## src/rtl/chips_stream_pkg.sv

```systemverilog
// Shared types and constants for the chips_stream_merge round-robin stream merger.
package chips_stream_pkg;

  typedef enum logic [1:0] {
    IDLE   = 2'd0,
    ACCEPT = 2'd1,
    SEND   = 2'd2
  } state_t;

  localparam int DEFAULT_CHANNELS = 4;
  localparam int IDX_W            = $clog2(DEFAULT_CHANNELS + 1);
  localparam int WATCHDOG_SRC     = DEFAULT_CHANNELS;

  // Width of an exception source index, leaving room for the watchdog code.
  function automatic int idx_width(input int channels);
    return $clog2(channels + 1);
  endfunction

endpackage

```

## src/rtl/chips_rr_arbiter.sv

```systemverilog
// Combinational rotating-priority arbiter: first asserted request at or above ptr, wrapping.
module chips_rr_arbiter #(
  parameter int CHANNELS = 4,
  parameter int PTR_W    = $clog2(CHANNELS)
) (
  input  logic [CHANNELS-1:0] req,
  input  logic [PTR_W-1:0]    ptr,
  output logic [PTR_W-1:0]    grant,
  output logic                valid
);

  // Scanning from the far end down lets the request nearest to ptr win last.
  always_comb begin
    int idx;
    idx   = 0;
    grant = '0;
    valid = 1'b0;
    for (int i = CHANNELS - 1; i >= 0; i--) begin
      idx = int'(ptr) + i;
      if (idx >= CHANNELS) idx = idx - CHANNELS;
      if (req[PTR_W'(idx)]) begin
        grant = PTR_W'(idx);
        valid = 1'b1;
      end
    end
  end

endmodule

```

## src/rtl/chips_stream_merge.sv

```systemverilog
// N-channel round-robin merger for stb/ack streams with a sticky exception aggregator.
// Optional watchdog on a stalled sink is built when CHIPS_STREAM_MERGE_WATCHDOG_EN is defined.
module chips_stream_merge
  import chips_stream_pkg::*;
#(
  parameter int CHANNELS = 4,
  parameter int WIDTH    = 32,
  parameter int TIMEOUT  = 65535
) (
  input  logic                          clk,
  input  logic                          rst,
  input  logic [CHANNELS*WIDTH-1:0]     input_in,
  input  logic [CHANNELS-1:0]           input_in_stb,
  output logic [CHANNELS-1:0]           input_in_ack,
  output logic [WIDTH-1:0]              output_out,
  output logic                          output_out_stb,
  input  logic                          output_out_ack,
  input  logic [CHANNELS-1:0]           exception_in,
  output logic                          exception,
  output logic [$clog2(CHANNELS+1)-1:0] exception_src
);

  localparam int PTR_W = $clog2(CHANNELS);
  localparam int SRC_W = idx_width(CHANNELS);

  state_t           state;
  logic [PTR_W-1:0] ptr;
  logic [PTR_W-1:0] grant_q;
  logic [PTR_W-1:0] arb_grant;
  logic             arb_valid;
  logic [SRC_W-1:0] low_idx;
  logic             wd_fire;

  chips_rr_arbiter #(
    .CHANNELS (CHANNELS),
    .PTR_W    (PTR_W)
  ) u_arbiter (
    .req   (input_in_stb),
    .ptr   (ptr),
    .grant (arb_grant),
    .valid (arb_valid)
  );

  always_ff @(posedge clk or posedge rst) begin
    if (rst) begin
      state          <= IDLE;
      ptr            <= '0;
      grant_q        <= '0;
      input_in_ack   <= '0;
      output_out     <= '0;
      output_out_stb <= 1'b0;
    end else begin
      case (state)
        IDLE: begin
          if (arb_valid) begin
            grant_q      <= arb_grant;
            input_in_ack <= CHANNELS'(1) << arb_grant;
            state        <= ACCEPT;
          end
        end
        ACCEPT: begin
          output_out     <= input_in[grant_q*WIDTH +: WIDTH];
          input_in_ack   <= '0;
          output_out_stb <= 1'b1;
          ptr            <= (grant_q == PTR_W'(CHANNELS - 1)) ? '0 : grant_q + 1'b1;
          state          <= SEND;
        end
        SEND: begin
          if (output_out_ack) begin
            output_out_stb <= 1'b0;
            state          <= IDLE;
          end
        end
        default: state <= IDLE;
      endcase
    end
  end

  always_comb begin
    low_idx = '0;
    for (int i = CHANNELS - 1; i >= 0; i--) begin
      if (exception_in[i]) low_idx = SRC_W'(i);
    end
  end

`ifdef CHIPS_STREAM_MERGE_WATCHDOG_EN
  logic [15:0] wd_cnt;

  // Counter saturates at TIMEOUT so a long stall cannot wrap it back to zero.
  always_ff @(posedge clk or posedge rst) begin
    if (rst) begin
      wd_cnt <= '0;
    end else if (state == SEND && !output_out_ack) begin
      if (wd_cnt != 16'(TIMEOUT)) wd_cnt <= wd_cnt + 16'd1;
    end else begin
      wd_cnt <= '0;
    end
  end

  assign wd_fire = (state == SEND) && !output_out_ack && (wd_cnt == 16'(TIMEOUT - 1));
`else
  logic unused_timeout;
  assign unused_timeout = ^TIMEOUT;
  assign wd_fire        = 1'b0;
`endif

  // Process exception lines outrank the watchdog when both arrive together.
  always_ff @(posedge clk or posedge rst) begin
    if (rst) begin
      exception     <= 1'b0;
      exception_src <= '0;
    end else if (!exception) begin
      if (|exception_in) begin
        exception     <= 1'b1;
        exception_src <= low_idx;
      end else if (wd_fire) begin
        exception     <= 1'b1;
        exception_src <= SRC_W'(CHANNELS);
      end
    end
  end

endmodule
```

## config.mk

```make
export PLATFORM = sky130hd
export DESIGN_NAME = chips_stream_merge
export DESIGN_NICKNAME = d
export VERILOG_FILES = /design/src/rtl/chips_stream_pkg.sv /design/src/rtl/chips_rr_arbiter.sv /design/src/rtl/chips_stream_merge.sv
export SDC_FILE = /design/constraint.sdc
export NUM_CORES = 1
export LEC_CHECK = 0
export BUFFER_PORTS_ARGS = -buffer_cell sky130_fd_sc_hd__buf_2
export CORE_MARGIN = 3
export CORE_UTILIZATION = 42
export DETAILED_ROUTE_END_ITERATION = 12
export PLACE_DENSITY = 0.87
export SLEW_MARGIN = 25
export SYNTH_ARGS = -nofsm -noshare
export SYNTH_HDL_FRONTEND = slang
export SYNTH_SLANG_ARGS = --single-unit
```

## constraint.sdc

```tcl
create_clock -name clk -period 1.8 [get_ports clk]
set_clock_uncertainty 0.1 [all_clocks]
set_input_delay 0.09 -clock clk [delete_from_list [all_inputs] [get_ports clk]]
set_output_delay 0.09 -clock clk [all_outputs]
set_load 0.005 [all_outputs]
```

# Yosys cells after proc, flatten, opt, wreduce, memory -nomap -nowiden
# Index checks and enable logic that the tools add are counted.
totals:
  regBits: 47
  latchBits: 0
  mem_bits_rw: 0
  romBits: 0
  input_bits: 139
  output_inout_bits: 41
  wordCells: 79
  memories: 0
classes:
  addsub: 8
  mul: 0
  div: 0
  order_cmp: 8
  eq_ne: 5
  n_shift: 2
  muxes: 38
  bitwise_logic: 1
  reduce_logical: 9
op_table:
  columns: ["op", "n"]
  rows:
  - ["$shiftx 128x8->32", 1]
  - ["$mux 2", 12]
  - ["$lt 2x4->1 const B", 4]
  - ["$mux 1", 15]
  - ["$reduce_and 2->1", 5]
  - ["$ge 3x3->1 const B", 3]
  - ["$mux 3", 3]
  - ["$bmux 1 s2", 4]
  - ["$pmux 4 s2", 1]
  - ["$sub 2x1->2 const B", 4]
  - ["$add 2x2->3 const B", 2]
  - ["$pmux 2 s3", 1]
  - ["$eq 2x2->1 const B", 2]
  - ["$mux 4", 1]
  - ["$ne 2x2->1 const B", 2]
  - ["$reduce_bool 2->1", 2]
  - ["$reduce_or 4->1", 1]
  - ["$shl 1x2->4 const A", 1]
  - ["$add 2x1->3 const B", 1]
  - ["$ge 2x3->1 const B", 1]
  - ["$add 2x1->2 const B", 1]
  - ["$eq 2x1->1 const B", 1]
  - ["$logic_not 2->1", 1]
  - ["$pmux 1 s2", 1]
  - ["$not 1->1", 1]

# Depth between registers and ports, before layout
# Gate-level depths: netlist of run 1.
depth:
  depth_word: 13
  ltp_mapped: 5
  depth_no_buf: 4

# Modules after synthesis
# From an unflattened synthesis of run 1, not the netlist that was laid out.
hier_totals:
  hier_cells: 250
  hier_area_um2: 2832.7
modules_own_cells:
  columns: ["mod", "n_inst", "cells_per_inst", "area_per_inst_um2", "seq_area_each_um2"]
  rows:
  - ["chips_stream_merge", 1, 237, 2755.1, 1151.1]
  - ["chips_rr_arbiter", 1, 13, 77.6, 0.0]

# Least setup slack after synthesis of run 1
# OpenSTA, ideal clock, no wires.
synth_timing:
  path_kind: "reg-to-reg"
  from: "register grant_q[0]"
  to: "register output_out[14]"
  setup_ps: 117
  arrival_time_ps: 1260
  t_required_ps: 1583
  setup_slack_ps: 323
  path_stages_with_launch: 6
  n_path_buf: 2
  period_less_slack_ps: 1477
  path_cell_list: "dfrtp_1 -> buf_6 -> buf_6 -> mux4_2 -> nand2_1 -> nand2_1"
synth_between:
  elab_chain_cells: 1
synth_lines:
  columns: ["item", "line_no", "text"]
  rows:
  - ["start, declared", "chips_stream_merge.sv:28", "logic [PTR_W-1:0] grant_q;"]
  - ["start signal, assigned", "chips_stream_merge.sv:56", "grant_q <= arb_grant;"]
  - ["$shiftx 128x8->32", "chips_stream_merge.sv:62", "output_out <= input_in[grant_q*WIDTH +: WIDTH];"]
  - ["end signal, assigned", "chips_stream_merge.sv:62", null]
  - ["end, declared", "chips_stream_merge.sv:15", "output logic [WIDTH-1:0] output_out,"]
# Every way passes these cells.
# A chain may end at the register's enable or synchronous reset.

# Final worst setup path of run 1
layout_timing:
  from: "register ptr[1]"
  to: "register input_in_ack[3]"
layout_between:
  elab_chain_cells: 13
  elab_cells_between_ends: 40
  cone_classes: "add/sub: 7; order compare: 4; eq/ne: 1; shift: 1; mux: 26; reduce/logical: 1"
layout_lines:
  columns: ["item", "line_no", "text"]
  rows:
  - ["start, declared", "chips_stream_merge.sv:27", "logic [PTR_W-1:0] ptr;"]
  - ["start signal, assigned", "chips_stream_merge.sv:65", "ptr <= (grant_q == PTR_W'(CHANNELS - 1)) ? '0 : grant_q + 1'b1;"]
  - ["$add 2x2->3", "chips_rr_arbiter.sv:19", "idx = int'(ptr) + i;"]
  - ["$ge 3x3->1 or $sub 2x1->2 (tied branches)", "chips_rr_arbiter.sv:20", "if (idx >= CHANNELS) idx = idx - CHANNELS;"]
  - ["$mux 2", "chips_rr_arbiter.sv:20", null]
  - ["$bmux 1 s2", "chips_rr_arbiter.sv:21", "if (req[PTR_W'(idx)]) begin"]
  - ["$mux 1 (not written as such) (2 in series)", "chips_rr_arbiter.sv:21", null]
  - ["$mux 2 (4 in series)", "chips_rr_arbiter.sv:21", null]
  - ["$shl 1x2->4", "chips_stream_merge.sv:57", "input_in_ack <= CHANNELS'(1) << arb_grant;"]
  - ["$mux 4", "chips_stream_merge.sv:55", "if (arb_valid) begin"]
  - ["$pmux 4 s2", "chips_stream_merge.sv:53", "case (state)"]
  - ["end signal, assigned", "chips_stream_merge.sv:57", null]
  - ["end, declared", "chips_stream_merge.sv:14", "output logic [CHANNELS-1:0] input_in_ack,"]
# Parallel ways exist; a longest one is shown, timed or not. The select of a mux whose other input is x is not followed.

==> results of run 1 <==
[sequential cells by signal (all words and copies together) (netlist names)]
name	count
state	2
input_in_ack	4
output_out_stb	1
grant_q	2
exception_src	2
exception	1
ptr	2
output_out	32
[power by group through the flow]
stage | Sequential, mW | Clock (mW) | Combinational, mW
after floorplan | 1.80 | 0 | 2.02
after global placement | 1.78 | 0 | 2.90
after detailed placement | 1.80 | 0 | 3.04
after CTS | 1.78 | 0.790 | 3.05
after global routing | 1.84 | 0.823 | 3.36
final | 1.78 | 0.762 | 2.99
[synth_stat cells]
master    instances  share of area
mux4_2           32           0.27
or2_4             1         0.0032
or3_4             1         0.0042
nor3_1            1         0.0019
clkbuf_8          2          0.010
clkbuf_1          5         0.0070
ha_1              1         0.0046
dfrtp_1          46           0.43
o31ai_1           3         0.0084
conb_1            1         0.0014
inv_1             6         0.0084
a21oi_1           4         0.0074
o41ai_4           1          0.010
o22a_1            2         0.0065
a311oi_1          1         0.0032
nand2_1         103           0.14
mux2i_1           1         0.0037
o22ai_1           1         0.0023
buf_1             2         0.0028
nand2b_1          4         0.0093
nand3b_1          1         0.0028
buf_2             4         0.0074
buf_4             1         0.0028
o31ai_2           2         0.0093
buf_6             4          0.017
nor2_1            8          0.011
o21ai_0           3         0.0056
nand3_1           4         0.0074
nor2b_1           2         0.0046
[cell families after synthesis]
logic type,count (synthesis),share of synthesized area
simple gates,125,0.188
other cells,1,0.00139
fa+ha+maj,1,0.00464
buf+inv,24,0.0552
flops,46,0.427
compound gates,17,0.0529
mux,33,0.271
[per-layer routing]
metal  routed length, µm  global-route usage
met2                4410               0.400
met5                   0                   0
met3                 693              0.0557
met4                 125              0.0576
met1                2730               0.238
[repair_timing]
item,4_1_cts,5_1_grt
endpoints found under the setup margin,0,0
hold endpoints to repair,26,0
hold buffers,6,0
[final cells by class]
class / count / share of cell area
Clock buffer: 5 / 0.0179
Sequential cell: 46 / 0.300
Timing Repair Buffer: 194 / 0.277
Clock inverter: 3 / 0.0104
Inverter: 6 / 0.00587
Tap cell: 75 / 0.0244
Multi-Input combinational cell: 177 / 0.364
[worst register-to-register path, stage by stage (launching register included)]
cell	delay (ns)
dfrtp_1	0.43
mux2i_1	0.20
nor2_1	0.07
or3_4	0.40
o31ai_2	0.22
[how the worst max path moves through the flow]
stage	startpoint	endpoint	slack, ns
after global placement	grant_q[0]$_DFFE_PP0P_	output_out[10]$_DFFE_PP0P_	0.34
after CTS	ptr[1]$_DFFE_PP0P_	input_in_ack[3]$_DFFE_PP0P_	0.29
after global routing	ptr[1]$_DFFE_PP0P_	input_in_ack[1]$_DFFE_PP0P_	0.23
final	ptr[1]$_DFFE_PP0P_	input_in_ack[3]$_DFFE_PP0P_	0.29
after floorplan	grant_q[0]$_DFFE_PP0P_	output_out[14]$_DFFE_PP0P_	0.32
after detailed placement	ptr[1]$_DFFE_PP0P_	input_in_ack[3]$_DFFE_PP0P_	0.31
[per-stage QoR]
step / utilization / cell area (µm²) / power [mW] / cells / worst slack [ns]
2_1_floorplan: - / 2700 / 3.83 / 247 / 0.323
3_3_place_gp: 0.606 / 3670 / 4.68 / 492 / 0.343
3_5_place_dp: 0.606 / 3670 / 4.83 / 492 / 0.309
4_1_cts: 0.634 / 3840 / 5.62 / 506 / 0.293
5_1_grt: 0.634 / 3840 / 6.02 / 506 / 0.234
6_report: 0.634 / 3840 / 5.53 / 506 / 0.294
==> metrics.csv, run 1 <==
stage,metric,value,unit
final_layout,antenna_cells,0,
floorplan,start_util,0.445,
worst_setup_path,critPathSlowestCell,dfrtp_1,
worst_setup_path,cp.depth,4,
pwr,ir_worst_vdd,0.842,mV
worst_setup_path,worstReg2RegEnd,input_in_ack[3]$_DFFE_PP0P_,
final_layout,drive_above_1_share,0.548,
worst_setup_path,reg2reg_depth,4,
min_path,hp-class,input pin to register,
worst_setup_path,critical_path.max_stage_delay,0.43,ns
worst_setup_path,required,1.90,ns
detailed_routing,viasPerCell,5.12,
min_path,hold-path-cell-count,4,
sta,setup_viol,0,
synth,yosys.cell_types.count,29,
floorplan,dieArea,7420,µm²
sta,holdWs,0.0841,ns
sta,max-slew-margin-rel,0.655,
detailed_routing,ant_nets,0,
global_route,track_usage,0.214,
clocking,clock-root-buffer,clkbuf_8,
final_layout,most-common-layout-cells,"178 x buf_2, 103 x nand2_1, 45 x dfrtp_1",
synth,mappedNetlistNets,387,
floorplan,fp.coreArea,6060,µm²
worst_setup_path,r2r_slack,0.29,ns
synth,synth_area,2700,µm²
worst_setup_path,criticalPathCategory,register to register,
sta,drv_slew,0,
worst_setup_path,crit_path_end_kind,register,
sta,fin_crit,1.51,ns
flow_run,maxCapViolCount,0,
detailed_routing,drtPass1Iterations,5,
floorplan,dieHeight,86.1,µm
global_route,grt_remaining_overflow,0,
detailed_routing,num_vias,2593,
sta,rsz0062_at_grt,false,
global_route,grt_pass1_vias,2721,
pwr,pwr-share-comb,0.540,
floorplan,row_count,28,
clocking,clkTransAtPathRegs,0.09,ns
pwr,power_density,1440,nW/µm²
clocking,cts.sinks,46,
pwr,internal_power,3.45,mW
placed_design,port_buffers,178,
worst_setup_path,start_kind,register,
sta,fmaxAchievable,664,MHz
pwr,power_frac_seq,0.322,
worst_setup_path,path_delay_family,simple AND/OR/NAND/NOR gates,
synth,ys_seq_elements,46,
placed_design,dp.final_hpwl,6.30,mm
worst_setup_path,crit_fanout,5,
global_route,antenna_found_initial,0,
detailed_routing,finalWirelength,7.96,mm
clocking,postCtsResizedCells,0,
sta,worstMarginPinSlew,0.516,ns
detailed_routing,wl_per_cell,15.7,µm
final_layout,multi_input_area,1400,µm²
synth,synthesis.instances,247,
outcome,status,"finished, final reports clean",
clocking,clk_path_buf_depth,2,
detailed_routing,drtIter0Drc,103,
worst_setup_path,cp.arrival,1.61,ns
final_layout,final_common_cell,buf_2,
min_path,min_to,exception_src[0]$_DFFE_PP0P_,
synth,yosysWarnings,0,
sta,setup_tns,0,ns
final_layout,areaGrowthSynthToFinish,42.4,%
floorplan,io_pins,180,
synth,avgSynthCellArea,10.9,µm²
worst_setup_path,reg2reg_from,ptr[1]$_DFFE_PP0P_,
final_layout,area.sequential,1150,µm²
worst_setup_path,path_cells,mux2i_1 -> nor2_1 -> or3_4 -> o31ai_2,
final_layout,finalNetCount,570,
sta,post-route-period-util,0.837,
detailed_routing,drc,0,
clocking,cts_setup_buffers,0,
pwr,clockPowerShare,0.138,
pwr,p_sw,2.08,mW
pwr,p_leak,2.04,nW
clocking,insertion_delay,0.29,ns
sta,hold_viol,0,
global_route,grt_pass1_wl,12.5,mm
clocking,cts_tree,done,
pwr,p_sw_frac,0.376,
clocking,cts-buffers-inserted,5,
global_route,grt_max_degree,25,
placed_design,place.gp.congestion,0.876,
floorplan,chipWidth,86.1,µm
clocking,htree_num_levels,2,
worst_setup_path,timing.critical_path.buf_inv,0,
min_path,hold_start,exception_in[2],
synth,seq_area_frac_synth,0.427,
final_layout,fillers,487,
No activity file was read; power rests on OpenSTA's default activity.
==> inputs of run 2 (changes only) <==
==> constraint.sdc (replaced) <==
create_clock -name clk -period 1.4 [get_ports clk]
set_clock_uncertainty 0.1 [all_clocks]
set_input_delay 0.07 -clock clk [delete_from_list [all_inputs] [get_ports clk]]
set_output_delay 0.07 -clock clk [all_outputs]
set_load 0.005 [all_outputs]
==> run 2 against run 1 <==
  * The run now ends with setup timing left
  * Setup slack got worse by 0.43 ns
  * Critical path depth rose by 1
  * Register-to-register slack got worse by 0.43 ns
  * Via count barely moved
  * Cell count rose by 1.4%
  * Clock power rose by 20%
  * Final area rose by 4.5%
  * Sequential share of layout area fell by 1.3 points
  * Hold slack got worse by 0.0019 ns
  * Critical path type unchanged
  * Critical endpoint is now output_out[23]$_DFFE_PP0P_
  * Largest cell class unchanged
==> metrics.csv, run 2 (synthesized netlist as in run 1, its figures left out) <==
stage,metric,value,unit,change
sta,setup_viol,36,,was 0
worst_setup_path,critPathSlowestCell,mux4_2,,was dfrtp_1
detailed_routing,ant_nets,0,,unchanged
global_route,antenna_found_initial,0,,unchanged
clocking,insertion_delay,0.29,ns,about the same
min_path,hp-class,input pin to register,,unchanged
final_layout,areaGrowthSynthToFinish,48.9,%,was 42.4%
final_layout,final_cell_area,4010,µm²,was 3840 µm²
clocking,cts.sinks,46,,unchanged
pwr,power_density,1890,nW/µm²,was 1440 nW/µm²
final_layout,top_register,output_out,,unchanged
detailed_routing,drc,0,,unchanged
final_layout,top_regs,"output_out x32, input_in_ack x4",,unchanged
floorplan,fp.coreArea,6060,µm²,unchanged
worst_setup_path,crit_start,grant_q[0]$_DFFE_PP0P_,,was ptr[1]$_DFFE_PP0P_
clocking,cts-buffers-inserted,5,,unchanged
sta,fmaxAchievable,650,MHz,was 664 MHz
worst_setup_path,path_common_cell,nand2_1,,
detailed_routing,wl_per_cell,15.5,µm,was 15.7 µm
sta,fin_crit,1.54,ns,was 1.51 ns
detailed_routing,viasPerCell,5.06,,was 5.12
floorplan,start_util,0.445,,unchanged
min_path,hold-path-cell-count,4,,unchanged
clocking,clkTransAtPathRegs,0.09,ns,about the same
worst_setup_path,path_cells,buf_12 -> clkbuf_16 -> mux4_2 -> nand2_1 -> nand2_1,,was mux2i_1 -> nor2_1 -> or3_4 -> o31ai_2
sta,setup_ws,-0.138,ns,was 0.294 ns
global_route,grt_max_degree,47,,was 25
worst_setup_path,start_kind,register,,unchanged
placed_design,port_buffers,178,,unchanged
sta,rsz0062_at_grt,true,,was false
worst_setup_path,reg2reg_depth,5,,was 4
final_layout,most-common-layout-cells,"178 x buf_2, 103 x nand2_1, 45 x dfrtp_1",,unchanged
final_layout,final_core_util,0.662,,was 0.634
worst_setup_path,required,1.48,ns,was 1.90 ns
floorplan,chipWidth,86.1,µm,unchanged
flow_run,maxCapViolCount,0,,unchanged
worst_setup_path,criticalPathCategory,register to register,,unchanged
final_layout,final_common_cell,buf_2,,unchanged
placed_design,place.gp.congestion,0.747,,was 0.876
floorplan,row_count,28,,unchanged
floorplan,dieHeight,86.1,µm,unchanged
pwr,ir_worst_vdd,1.04,mV,was 0.842 mV
global_route,track_usage,0.204,,was 0.214
final_layout,antenna_cells,0,,unchanged
global_route,grt_pass1_vias,2671,,was 2721
sta,hold_viol,0,,unchanged
pwr,p_total,7.58,mW,was 5.53 mW
clocking,cts_tree,done,,unchanged
placed_design,placed_area,3700,µm²,was 3670 µm²
floorplan,dieArea,7420,µm²,unchanged
worst_setup_path,path_delay_family,multiplexers,,was simple AND/OR/NAND/NOR gates
worst_setup_path,r2r_slack,-0.14,ns,was 0.29 ns
outcome,violations,setup timing,,
pwr,p_leak,2.11,nW,was 2.04 nW
final_layout,largest_register_ffs,32,,unchanged
worst_setup_path,worstReg2RegEnd,output_out[23]$_DFFE_PP0P_,,was input_in_ack[3]$_DFFE_PP0P_
worst_setup_path,crit_path_end_kind,register,,unchanged
detailed_routing,drtPass1Iterations,4,,was 5
worst_setup_path,crit_fanout,6,,was 5
floorplan,io_pins,180,,unchanged
worst_setup_path,timing.critical_path.buf_inv,2,,was 0
min_path,hold_start,input_in[64],,was exception_in[2]
clocking,clk_path_buf_depth,2,,unchanged
worst_setup_path,critical_path.max_stage_delay,0.50,ns,was 0.43 ns
clocking,htree_num_levels,2,,unchanged
global_route,grt_pass1_wl,11.9,mm,was 12.5 mm
detailed_routing,num_vias,2594,,was 2593
final_layout,finalNetCount,577,,was 570
clocking,clock-root-buffer,clkbuf_8,,unchanged
global_route,grt_remaining_overflow,0,,unchanged
final_layout,drive_above_1_share,0.559,,was 0.548
sta,worstMarginPinSlew,0.845,ns,was 0.516 ns
placed_design,dp.final_hpwl,6.16,mm,was 6.30 mm
min_path,min_to,output_out[0]$_DFFE_PP0P_,,was exception_src[0]$_DFFE_PP0P_
detailed_routing,finalWirelength,7.95,mm,was 7.96 mm
sta,max-slew-margin-rel,0.434,,was 0.655
detailed_routing,drtIter0Drc,82,,was 103
outcome,status,finished with violations,,"was finished, final reports clean"
sta,drv_slew,0,,unchanged
worst_setup_path,cp.arrival,1.62,ns,was 1.61 ns
sta,post-route-period-util,1.10,,was 0.837
worst_setup_path,reg2reg_from,grant_q[0]$_DFFE_PP0P_,,was ptr[1]$_DFFE_PP0P_
run 2: cell count changes in the layout (fill, tap and decap cells not counted), sizes merged:
| cell | previous run | this run |
|---|---|---|
| buf | 188 | 193 |
| clkbuf | 5 | 10 |
| clkinv | 2 | 0 |
| bufinv | 1 | 0 |
run 2: worst reg2reg max path, delay by kind of cell (launching register included):
kind                   cells  cell delay (ns)
AND/OR/NAND/NOR            2             0.13
buffers and inverters      2             0.29
flip-flops                 1             0.41
multiplexers               1             0.51
run 2: worst max path at each step:
| stage | endpoint | slack (ns) | cells past startpoint |
|---|---|---|---|
| finish | output_out[23]$_DFFE_PP0P_ | -0.14 | 5 |
| global route | output_out[23]$_DFFE_PP0P_ | -0.18 | 5 |
| CTS | input_in_ack[3]$_DFFE_PP0P_ | -0.13 | 4 |
| detailed placement | input_in_ack[1]$_DFFE_PP0P_ | -0.12 | 4 |
| global placement | output_out[17]$_DFFE_PP0P_ | -0.08 | 4 |
| floorplan | output_out[0]$_DFFE_PP0P_ | -0.07 | 5 |
run 2: through the flow:
| stage | instances | setup TNS, ns | hold WS, ns | setup WS [ns] |
|---|---|---|---|---|
| 2_1_floorplan | 247 | -1.70 | 0.0777 | -0.0680 |
| 3_3_place_gp | 493 | -1.51 | 0.0198 | -0.0770 |
| 3_5_place_dp | 493 | -2.60 | 0.0303 | -0.118 |
| 4_1_cts | 508 | -3.39 | 0.0770 | -0.135 |
| 5_1_grt | 513 | -5.41 | 0.0878 | -0.178 |
| 6_report | 513 | -3.26 | 0.0821 | -0.138 |
run 2: metal layers:
metal  share of wire  up-vias  track usage
met5               0        -            0
met4           0.012        0       0.0518
met3           0.082        8       0.0413
met2            0.54      125        0.375
met1            0.37     1225        0.241
li1                -     1236            -
run 2: layout make-up:
type,instances,area (µm²)
timing repair buffer,201,1210
multi-input combinational,177,1430
fill,478,2050
clock buffer,8,110
tap,75,93.8
sequential,46,1150
inverter,6,22.5
run 2: report_power, final:
part	internal [mW]	switching [mW]	total (mW)
clock network	0.499	0.412	0.911
logic	2.34	2.02	4.36
registers	1.95	0.359	2.31
run 2: timing repair:
action / 4_1_cts / 5_1_grt
setup endpoints to repair: 35 / 38
hold buffers: 6 / 0
endpoints found under the hold margin: 50 / 0
resized for setup: 5 / 4
setup buffers: 1 / 2
cloned: 0 / 3
pin swaps: 3 / 11
